**config.mk**
```make
export PLATFORM = sky130hd
export DESIGN_NAME = frame_drawer_flat
export DESIGN_NICKNAME = d
export VERILOG_FILES = /design/src/rtl/frame_drawer_pkg.sv /design/src/rtl/frame_drawer_if.sv /design/src/rtl/frame_drawer_rect_scan.sv /design/src/rtl/frame_drawer.sv /design/src/flat_wrapper.sv
export SDC_FILE = /design/constraint.sdc
export NUM_CORES = 1
export LEC_CHECK = 0
export ABC_AREA = 1
export ABC_CLOCK_PERIOD_IN_PS = 3690
export CAP_MARGIN = 20
export CORE_MARGIN = 4
export CORE_UTILIZATION = 52
export DETAILED_ROUTE_END_ITERATION = 8
export PLACE_DENSITY = 0.83
export SLEW_MARGIN = 20
export SYNTH_ARGS = -nofsm -noshare
export SYNTH_HDL_FRONTEND = slang
export SYNTH_HIERARCHICAL = 1
export SYNTH_SLANG_ARGS = --single-unit
```
**constraint.sdc**
```tcl
create_clock -name clk -period 3.69 [get_ports clk]
set_clock_uncertainty 0.15 [all_clocks]
set_input_delay 0.9225 -clock clk [delete_from_list [all_inputs] [get_ports clk]]
set_output_delay 0.9225 -clock clk [all_outputs]
set_load 0.02 [all_outputs]
```
**src/rtl/frame_drawer_pkg.sv**
```systemverilog
// Shared game package: drawer state encoding, screen/sprite geometry and cell helpers.
// Pure declarations, no logic or timing.
// No flow control; consumed by the drawer and its rectangle scanner.
package frame_drawer_pkg;

    typedef enum logic [2:0] {
        ST_IDLE,
        ST_ERASE,
        ST_BALL,
        ST_PLAT,
        ST_DONE
    } state_t;

    localparam int BALL_SIZE = 4;
    localparam int PLAT_W    = 16;
    localparam int PLAT_H    = 2;
    localparam int NUM_PLATS = 4;
    localparam int SCREEN_H  = 120;
    localparam logic [2:0] BG_COLOUR = 3'b000;

    // A ball cell is 4 pixels wide and 8 pixels tall on screen.
    function automatic logic [7:0] ball_x(input logic [3:0] col);
        return {2'b00, col, 2'b00};
    endfunction

    function automatic logic [7:0] ball_y(input logic [3:0] row);
        return {1'b0, row, 3'b000};
    endfunction

endpackage

```
**src/rtl/frame_drawer_if.sv**
```systemverilog
// Frame request inputs and pixel-stream outputs of the frame drawer.
// Outputs are combinational from drawer state; no added latency.
// No backpressure: pixels stream at one per cycle once a frame starts.
interface frame_drawer_if;
    logic        start;
    logic [7:0]  prev_ball;
    logic [7:0]  curr_ball;
    logic [2:0]  color_ball;
    logic [11:0] color_plats;
    logic [27:0] position_plats;
    logic [7:0]  x;
    logic [6:0]  y;
    logic [2:0]  colour;
    logic        plot;
    logic        busy;
    logic        done;

    modport master (
        output start, prev_ball, curr_ball, color_ball, color_plats, position_plats,
        input  x, y, colour, plot, busy, done
    );

    modport slave (
        input  start, prev_ball, curr_ball, color_ball, color_plats, position_plats,
        output x, y, colour, plot, busy, done
    );
endinterface

```
**src/rtl/frame_drawer_rect_scan.sv**
```systemverilog
// Row-major walker over a width x height rectangle, emitting offsets and a last flag.
// Offsets are registered; advances one position per cycle while step is high.
// No backpressure: holds position when step is low, clr returns to the origin.
module rect_scan (
    input  logic       clk,
    input  logic       reset,
    input  logic       clr,
    input  logic       step,
    input  logic [4:0] width,
    input  logic [4:0] height,
    output logic [3:0] dx,
    output logic [3:0] dy,
    output logic       valid,
    output logic       last
);
    logic row_end;

    assign row_end = ({1'b0, dx} == width - 5'd1);
    assign last    = row_end && ({1'b0, dy} == height - 5'd1);
    assign valid   = step;

    always_ff @(posedge clk or negedge reset) begin
        if (!reset) begin
            dx <= '0;
            dy <= '0;
        end else if (clr) begin
            dx <= '0;
            dy <= '0;
        end else if (step) begin
            if (row_end) begin
                dx <= '0;
                dy <= last ? 4'd0 : dy + 4'd1;
            end else begin
                dx <= dx + 4'd1;
            end
        end
    end
endmodule

```
**src/rtl/frame_drawer.sv**
```systemverilog
// Draws one game frame (optional erase of old ball, ball, four platforms); erase is built with FRAME_DRAWER_ERASE_EN.
// First pixel the cycle after start; 161 cycles to done with erase, 145 without.
// No backpressure: one pixel per cycle, start ignored while busy.
module frame_drawer
    import frame_drawer_pkg::*;
(
    input  logic          clk,
    input  logic          reset,
    frame_drawer_if.slave bus
);
    state_t      state, state_nxt;
    logic [1:0]  plat_idx;
    logic [7:0]  curr_q;
    logic [2:0]  cball_q;
    logic [11:0] cplat_q;
    logic [27:0] pos_q;
`ifdef FRAME_DRAWER_ERASE_EN
    logic [7:0]  prev_q;
`endif
    logic        drawing, scan_valid, scan_last, on_screen;
    logic [3:0]  dx, dy;
    logic [4:0]  rect_w, rect_h;
    logic [7:0]  base_x, base_y, pix_x, pix_y;
    logic [2:0]  pix_colour;

    assign drawing = (state == ST_ERASE) || (state == ST_BALL) || (state == ST_PLAT);

    rect_scan u_scan (
        .clk    (clk),
        .reset  (reset),
        .clr    (!drawing),
        .step   (drawing),
        .width  (rect_w),
        .height (rect_h),
        .dx     (dx),
        .dy     (dy),
        .valid  (scan_valid),
        .last   (scan_last)
    );

    always_comb begin
        rect_w     = 5'(BALL_SIZE);
        rect_h     = 5'(BALL_SIZE);
        base_x     = ball_x(curr_q[7:4]);
        base_y     = ball_y(curr_q[3:0]);
        pix_colour = cball_q;
        case (state)
`ifdef FRAME_DRAWER_ERASE_EN
            ST_ERASE: begin
                base_x     = ball_x(prev_q[7:4]);
                base_y     = ball_y(prev_q[3:0]);
                pix_colour = BG_COLOUR;
            end
`endif
            ST_PLAT: begin
                rect_w     = 5'(PLAT_W);
                rect_h     = 5'(PLAT_H);
                base_x     = {2'b00, plat_idx, 4'b0000};
                base_y     = {1'b0, pos_q[int'(plat_idx)*7 +: 7]};
                pix_colour = cplat_q[int'(plat_idx)*3 +: 3];
            end
            default: ;
        endcase
    end

    assign pix_x     = base_x + {4'b0000, dx};
    assign pix_y     = base_y + {4'b0000, dy};
    // Rows past the bottom still take their cycle but are never written.
    assign on_screen = (pix_y < 8'(SCREEN_H));

    assign bus.plot   = scan_valid && on_screen;
    assign bus.x      = scan_valid ? pix_x : 8'd0;
    assign bus.y      = (scan_valid && on_screen) ? pix_y[6:0] : 7'd0;
    assign bus.colour = scan_valid ? pix_colour : 3'd0;
    assign bus.busy   = drawing;
    assign bus.done   = (state == ST_DONE);

    always_comb begin
        state_nxt = state;
        case (state)
            ST_IDLE: begin
                if (bus.start) begin
`ifdef FRAME_DRAWER_ERASE_EN
                    state_nxt = ST_ERASE;
`else
                    state_nxt = ST_BALL;
`endif
                end
            end
            ST_ERASE: if (scan_last) state_nxt = ST_BALL;
            ST_BALL:  if (scan_last) state_nxt = ST_PLAT;
            ST_PLAT:  if (scan_last && plat_idx == 2'(NUM_PLATS - 1)) state_nxt = ST_DONE;
            ST_DONE:  state_nxt = ST_IDLE;
            default:  state_nxt = ST_IDLE;
        endcase
    end

    always_ff @(posedge clk or negedge reset) begin
        if (!reset) begin
            state    <= ST_IDLE;
            plat_idx <= '0;
            curr_q   <= '0;
            cball_q  <= '0;
            cplat_q  <= '0;
            pos_q    <= '0;
`ifdef FRAME_DRAWER_ERASE_EN
            prev_q   <= '0;
`endif
        end else begin
            state <= state_nxt;
            if (state == ST_IDLE && bus.start) begin
                curr_q  <= bus.curr_ball;
                cball_q <= bus.color_ball;
                cplat_q <= bus.color_plats;
                pos_q   <= bus.position_plats;
`ifdef FRAME_DRAWER_ERASE_EN
                prev_q  <= bus.prev_ball;
`endif
            end
            if (state != ST_PLAT)
                plat_idx <= '0;
            else if (scan_last)
                plat_idx <= plat_idx + 2'd1;
        end
    end
endmodule

```
**src/flat_wrapper.sv**
```systemverilog
// flat-port wrapper written by rule: the top's interface ports become plain ports
module frame_drawer_flat import frame_drawer_pkg::*;
  (clk, reset, bus_start, bus_prev_ball, bus_curr_ball, bus_color_ball, bus_color_plats, bus_position_plats, bus_x, bus_y, bus_colour, bus_plot, bus_busy, bus_done);
  frame_drawer_if bus_i ();
  input  logic clk;
  input  logic reset;
  input wire logic [$bits(bus_i.start)-1:0] bus_start;
  input wire logic [$bits(bus_i.prev_ball)-1:0] bus_prev_ball;
  input wire logic [$bits(bus_i.curr_ball)-1:0] bus_curr_ball;
  input wire logic [$bits(bus_i.color_ball)-1:0] bus_color_ball;
  input wire logic [$bits(bus_i.color_plats)-1:0] bus_color_plats;
  input wire logic [$bits(bus_i.position_plats)-1:0] bus_position_plats;
  output wire logic [$bits(bus_i.x)-1:0] bus_x;
  output wire logic [$bits(bus_i.y)-1:0] bus_y;
  output wire logic [$bits(bus_i.colour)-1:0] bus_colour;
  output wire logic [$bits(bus_i.plot)-1:0] bus_plot;
  output wire logic [$bits(bus_i.busy)-1:0] bus_busy;
  output wire logic [$bits(bus_i.done)-1:0] bus_done;
  assign bus_i.start = bus_start;
  assign bus_i.prev_ball = bus_prev_ball;
  assign bus_i.curr_ball = bus_curr_ball;
  assign bus_i.color_ball = bus_color_ball;
  assign bus_i.color_plats = bus_color_plats;
  assign bus_i.position_plats = bus_position_plats;
  assign bus_x = bus_i.x;
  assign bus_y = bus_i.y;
  assign bus_colour = bus_i.colour;
  assign bus_plot = bus_i.plot;
  assign bus_busy = bus_i.busy;
  assign bus_done = bus_i.done;
  frame_drawer u_core (.clk(clk), .reset(reset), .bus(bus_i));
endmodule
```
## Yosys cells after proc, flatten, opt, wreduce, memory -nomap -nowiden

Index checks and enable logic that the tools add are counted.
W data, S select, Z words.

| cells by class | value |
|---|---|
| shift operators | 2 |
| multiply operators | 2 |
| $lt $le $gt $ge | 1 |
| reduce and logical (&&, ||, !) cells | 9 |
| equal/unequal tests | 13 |
| muxes and demuxes | 20 |
| add/sub/neg operators | 7 |

Operators by type and width:

| kind | count |
|---|---|
| $shiftx A12 B32 Y3 | 1 |
| $shiftx A28 B32 Y7 | 1 |
| $mux W3 | 7 |
| $mux W4 | 5 |
| $mux W7 | 2 |
| $pmux W3 S4 | 1 |
| $eq A4 B5 Y1 | 2 |
| $sub A5 B1 Y5 const B | 2 |
| $add A4 B1 Y4 const B | 2 |
| $add A7 B4 Y8 | 1 |
| $lt A8 B7 Y1 const B | 1 |
| $mux W8 | 1 |
| $add A6 B4 Y7 | 1 |
| $eq A3 B2 Y1 const B | 2 |
| $mux W6 | 1 |
| $ne A2 B2 Y1 const B | 3 |
| $mul A2 B3 Y5 const B | 1 |
| $mux W5 | 1 |
| $logic_and A1 B1 Y1 | 4 |
| $mul A2 B2 Y4 const B | 1 |
| $mux W2 | 2 |
| $ne A2 B1 Y1 const B | 2 |
| $reduce_and A4 Y1 | 1 |
| $eq A3 B1 Y1 const B | 1 |
| 7 further kinds | 8 |

| word-level totals | value |
|---|---|
| output and inout port bits | 21 |
| word-level logic and storage cells | 62 |
| register bits after elaboration | 64 |
| bits of input ports | 62 |

## Longest topological paths before layout

| depth | value |
|---|---|
| depth in word-level cells | 8 |
| depth in mapped cells | 21 |
| depth with buffers taken out | 19 |

## Modules after synthesis

Netlist, hierarchy kept.

By module, submodules not included:

| module | area an instance (sq um) | sequential area each (sq um) | cells an instance | instances |
|---|---|---|---|---|
| frame_drawer | 3,090.5 | 1,401.3 | 339 | 1 |
| rect_scan | 799.5 | 200.2 | 133 | 1 |

## Least setup slack after synthesis

OpenSTA, ideal clock, no wires.

| timing | value |
|---|---|
| path type | reg2out |
| start point | register u_core.plat_idx[0] |
| end point | output port bus_y[6] |
| cell stages (with the launch flop) | 13 |
| data required time | 2,618 ps |
| arrival time | 2,678 ps |
| slack | -61 ps |
| path buffers | 2 |
| cells stage by stage | dfrtp_1 buf_4 buf_2 mux2i_1 o32ai_1 ha_1 fa_1 nand3_1 nand3_1 nand3b_1 nand3_1 nor2_2 nor3b_1 |

| on the way | value |
|---|---|
| word-level cells in the longest chain between the ends | 7 |

Ends and longest elaborated chain:

| item | RTL line | RTL |
|---|---|---|
| start: declaration | frame_drawer.sv:12 | `logic [1:0] plat_idx;` |
| start signal: assignment | frame_drawer.sv:123 | `plat_idx <= plat_idx + 2'd1;` |
| $mul A2 B3 Y5 * | frame_drawer.sv:59 | `base_y = {1'b0, pos_q[int'(plat_idx)*7 +: 7]};` |
| $shiftx A28 B32 Y7 * | frame_drawer.sv:59 |  |
| $mux W7 * | frame_drawer.sv:47 | `case (state)` |
| $add A7 B4 Y8 * | frame_drawer.sv:67 | `assign pix_y = base_y + {4'b0000, dy};` |
| $lt A8 B7 Y1 | frame_drawer.sv:69 | `assign on_screen = (pix_y < 8'(SCREEN_H));` |
| $logic_and A1 B1 Y1 | frame_drawer.sv:73 | `assign bus.y = (scan_valid && on_screen) ? pix_y[6:0] : 7'd0;` |
| $mux W7 * | frame_drawer.sv:73 |  |
| end: declaration | flat_wrapper.sv:14 | `output wire logic [$bits(bus_i.y)-1:0] bus_y;` |

Every way passes the cells marked *; elsewhere a longest branch is shown, timed or not.

## Final worst setup path

| timing | value |
|---|---|
| start point | register u_core.state[2] |
| end point | output port bus_y[0] |

| on the way | value |
|---|---|
| word-level cells in the longest chain between the ends | 6 |
| elaborated cells between the ends (all ways) | 10 |
| classes of those cells | add/sub (1); order compare (1); eq/ne (3); mux (2); reduce/logical (3) |

Ends and longest elaborated chain:

| item | RTL line | RTL |
|---|---|---|
| start: declaration | frame_drawer.sv:11 | `state_t state, state_nxt;` |
| start signal: assignment | frame_drawer.sv:110 | `state <= state_nxt;` |
| $eq A3 B2 Y1 | frame_drawer.sv:26, frame_drawer.sv:47 |  |
| $mux W7 | frame_drawer.sv:47 |  |
| $add A7 B4 Y8 | frame_drawer.sv:67 |  |
| $lt A8 B7 Y1 | frame_drawer.sv:69 |  |
| $logic_and A1 B1 Y1 | frame_drawer.sv:73 |  |
| $mux W7 * | frame_drawer.sv:73 |  |

Marks and branches as above.

==> results.yml <==
pwr:
  powerDensity_nw_per_um2: 368
  ir_drop_mv: 0.282
  p_leak_nw: 2.92
drt:
  wl_um: 11400
  dr.pass1.iters: 5
  drc: 0
  via_count: 3715
  drt-initial-drc-count: 293
  wl_per_cell_um: 16.3
  drt-vias-per-instance: 5.33
  antenna_left: 0
timing:
  worst_pin_slew_ns: 0.820
  rsz0062_at_grt: "true"
  setup_ws_ns: -0.408
  period_needed_ns: 4.10
  slew_headroom_pct: 45.3
  report.final.slew_viol_count: 0
  fmax_mhz: 244
  hold_viol_final: 0
  period_share_pct: 111
  tns_ns: -3.20
  finalSetupViolCount: 9
hold_path:
  hp-class: "flop to flop"
  hp-start: "u_core/cplat_q[3]"
  hold_depth: 1
  hold_path_end: "u_core/cplat_q[3]"
die:
  ios: 83
  num_rows: 31
  die_w_um: 94.5
  die_h_um: 94.5
  core_area_um2: 7250
  dieArea_um2: 8930
  initial_core_util_pct: 53.6
placed_design:
  dp_slack_ns: -0.351
  place.gp.congestion: 0.791
  dp_hpwl_um: 6940
  portBuffers: 73
logic_synthesis:
  syn_avg_cell_area_um2: 8.24
  yosys_warnings: 6
  async_flop_share_pct: 100
  syn-cell-area_um2: 3890
  synth_edf_count: 0
  ys_ff_latch: 64
  synth_flop_cell: "dfrtp_1"
  synth_cells: 472
  seq_area_frac_synth_pct: 41.2
  ys_types: 38
cells_and_area:
  layout_commonest_cell: "nand2_1"
  fin_util_pct: 76.1
  area_growth_pct: 41.8
  num_antenna_cells: 0
  register_area_um2: 1600
  layout-drive-gt1-share_pct: 28.6
  final_nets: 668
  layout_common_cells: "nand2_1 (85), dfrtp_1 (62), clkdlybuf4s50_1 (61)"
  fill_cells: 465
  multiInputGateArea_um2: 2300
global_routing:
  overflow: 0
  grt_pass1_wl_um: 16900
  grt_pass1_vias: 3678
  antenna_found_initial: 0
  grt_start_max_net_pins: 65
  grt_util_all_layers_pct: 24.4
setup_path:
  required_ns: 2.62
  worstSetupPathType: "flop to output pin"
  critPathCaptureType: "output pin"
  worst_r2r_startpoint: "u_core/state[2]"
  ff2ff_path_depth: 17
  startpoint_type: "flop"
  worstPathArrival_ns: 3.03
  rrSetupSlack_ns: 0.65
  crit_fanout: 7
  crit-reg2reg-capture: "u_core/state[1]"
clock_tree:
  clock_sinks: 64
  tritoncts: "yes"
  clock_latency_ns: 0.35
  htree_num_levels: 3
  cts-root-buf: "clkbuf_8"
  clkTransAtPathRegs_ns: 0.08
  numCtsBuffers: 9
  clock_path_buffers: 2
  postCtsHoldBufs: 0
status:
  status: "complete, but fails checks"
  violations: "negative setup slack"
job:
  cap_violations: 0
cell usage after synthesis (2+ instances only):
cell type | number | share of area (%)
mux2_2 | 40 | 12
nor3_1 | 2 | 0.26
nand3_2 | 4 | 1.0
ha_1 | 11 | 3.5
mux2i_1 | 2 | 0.51
inv_2 | 9 | 0.87
nand2_2 | 6 | 0.97
buf_2 | 9 | 1.2
inv_1 | 53 | 5.1
o21ai_0 | 25 | 3.2
nand2_1 | 92 | 8.9
nand2_4 | 4 | 1.2
nand4_1 | 2 | 0.32
nand3_1 | 21 | 2.7
xor2_1 | 2 | 0.45
clkbuf_1 | 2 | 0.19
nor2_1 | 62 | 6.0
o32ai_1 | 2 | 0.45
nor2_2 | 9 | 1.4
o22ai_1 | 4 | 0.64
fa_1 | 2 | 1.0
nand3b_1 | 3 | 0.58
buf_4 | 3 | 0.58
or2_1 | 2 | 0.32
o21ai_1 | 5 | 0.64
a21oi_1 | 21 | 2.7
dfrtp_1 | 64 | 41
sequential cells by signal, summed over array words and instances (netlist names):
signal            flops
u_core/u_scan/dx      4
u_core/u_scan/dy      4
u_core/cplat_q       12
u_core/cball_q        3
u_core/curr_q         8
u_core/pos_q         28
u_core/plat_idx       2
u_core/state          3
how the worst max path moves through the flow:
stage	startpoint	to	slack, ns	cells after the start
detailed placement	u_core/state[1]	bus_y[0]	-0.35	17
global placement	u_core/state[1]	bus_y[6]	-0.25	15
CTS	u_core/state[2]	bus_y[4]	-0.13	21
finish	u_core/state[2]	bus_y[0]	-0.41	17
floorplan	u_core/plat_idx[0]	bus_y[0]	0.13	14
global route	u_core/state[2]	bus_y[4]	-0.52	17
metrics by stage:
| step | hold WS, ns | cell area, um^2 | power (W) | instances |
|---|---|---|---|---|
| floorplan | 0.321 | 3960 | 0.00109 | 489 |
| global placement | 0.331 | 4930 | 0.00131 | 672 |
| detailed placement | 0.340 | 4930 | 0.00133 | 672 |
| CTS | 0.353 | 5350 | 0.00197 | 692 |
| global route | 0.366 | 5520 | 0.00213 | 697 |
| finish | 0.357 | 5520 | 0.00203 | 697 |
layout make-up:
type / count / area share (%)
Sequential cell: 64 / 29.1
Timing Repair Buffer: 108 / 18.9
Tap cell: 99 / 2.25
Multi-Input combinational cell: 347 / 41.6
Clock buffer: 13 / 2.88
Inverter: 63 / 4.51
Clock inverter: 3 / 0.726
layer usage:
metal / GRT usage [%] / vias up / wire [um]
met2: 44.0 / 171 / 5930
met1: 27.9 / 1771 / 4220
met3: 5.34 / 34 / 795
li1: - / 1739 / -
met4: 10.3 / 0 / 426
met5: 0 / - / 0
power by group:
group | internal (W) | switching (W) | leakage, nW | total [W]
logic | 0.000294 | 0.000319 | 2.00 | 0.000613
clock network | 0.000347 | 0.000269 | 0.103 | 0.000617
registers | 0.000735 | 0.0000667 | 0.814 | 0.000802
kinds of logic after synthesis:
kind of cell,synth area share (%)
and+or+nand+nor,25.0
buffers and inverters,8.43
DFF,41.2
AOI/OAI and AO/OA,8.01
muxes,12.1
adders and majority gates,4.57
xor gates and xnor gates,0.676
other,0.0964
worst max-delay path: stages, from the launching register on:
cell and delay, ns:
dfrtp_1 0.39, inv_2 0.08, nand2_4 0.06, nor2_4 0.14
inv_4 0.08, buf_6 0.12, o32ai_4 0.28, buf_4 0.18
fa_2 0.24, nand3_2 0.08, nand3_2 0.12, nand3b_1 0.20
nand3_2 0.12, nor2_4 0.18, nand2_4 0.08, nand2_8 0.12
nor2_4 0.05, buf_6 0.12
what timing repair did:
action                     in CTS  in global routing
pin swaps                      11                 16
setup endpoints to repair      12                 11
setup buffers                   5                  4
cloned                          0                  1
gates resized for setup        90                 26
No activity file was read; power rests on OpenSTA's default activity.
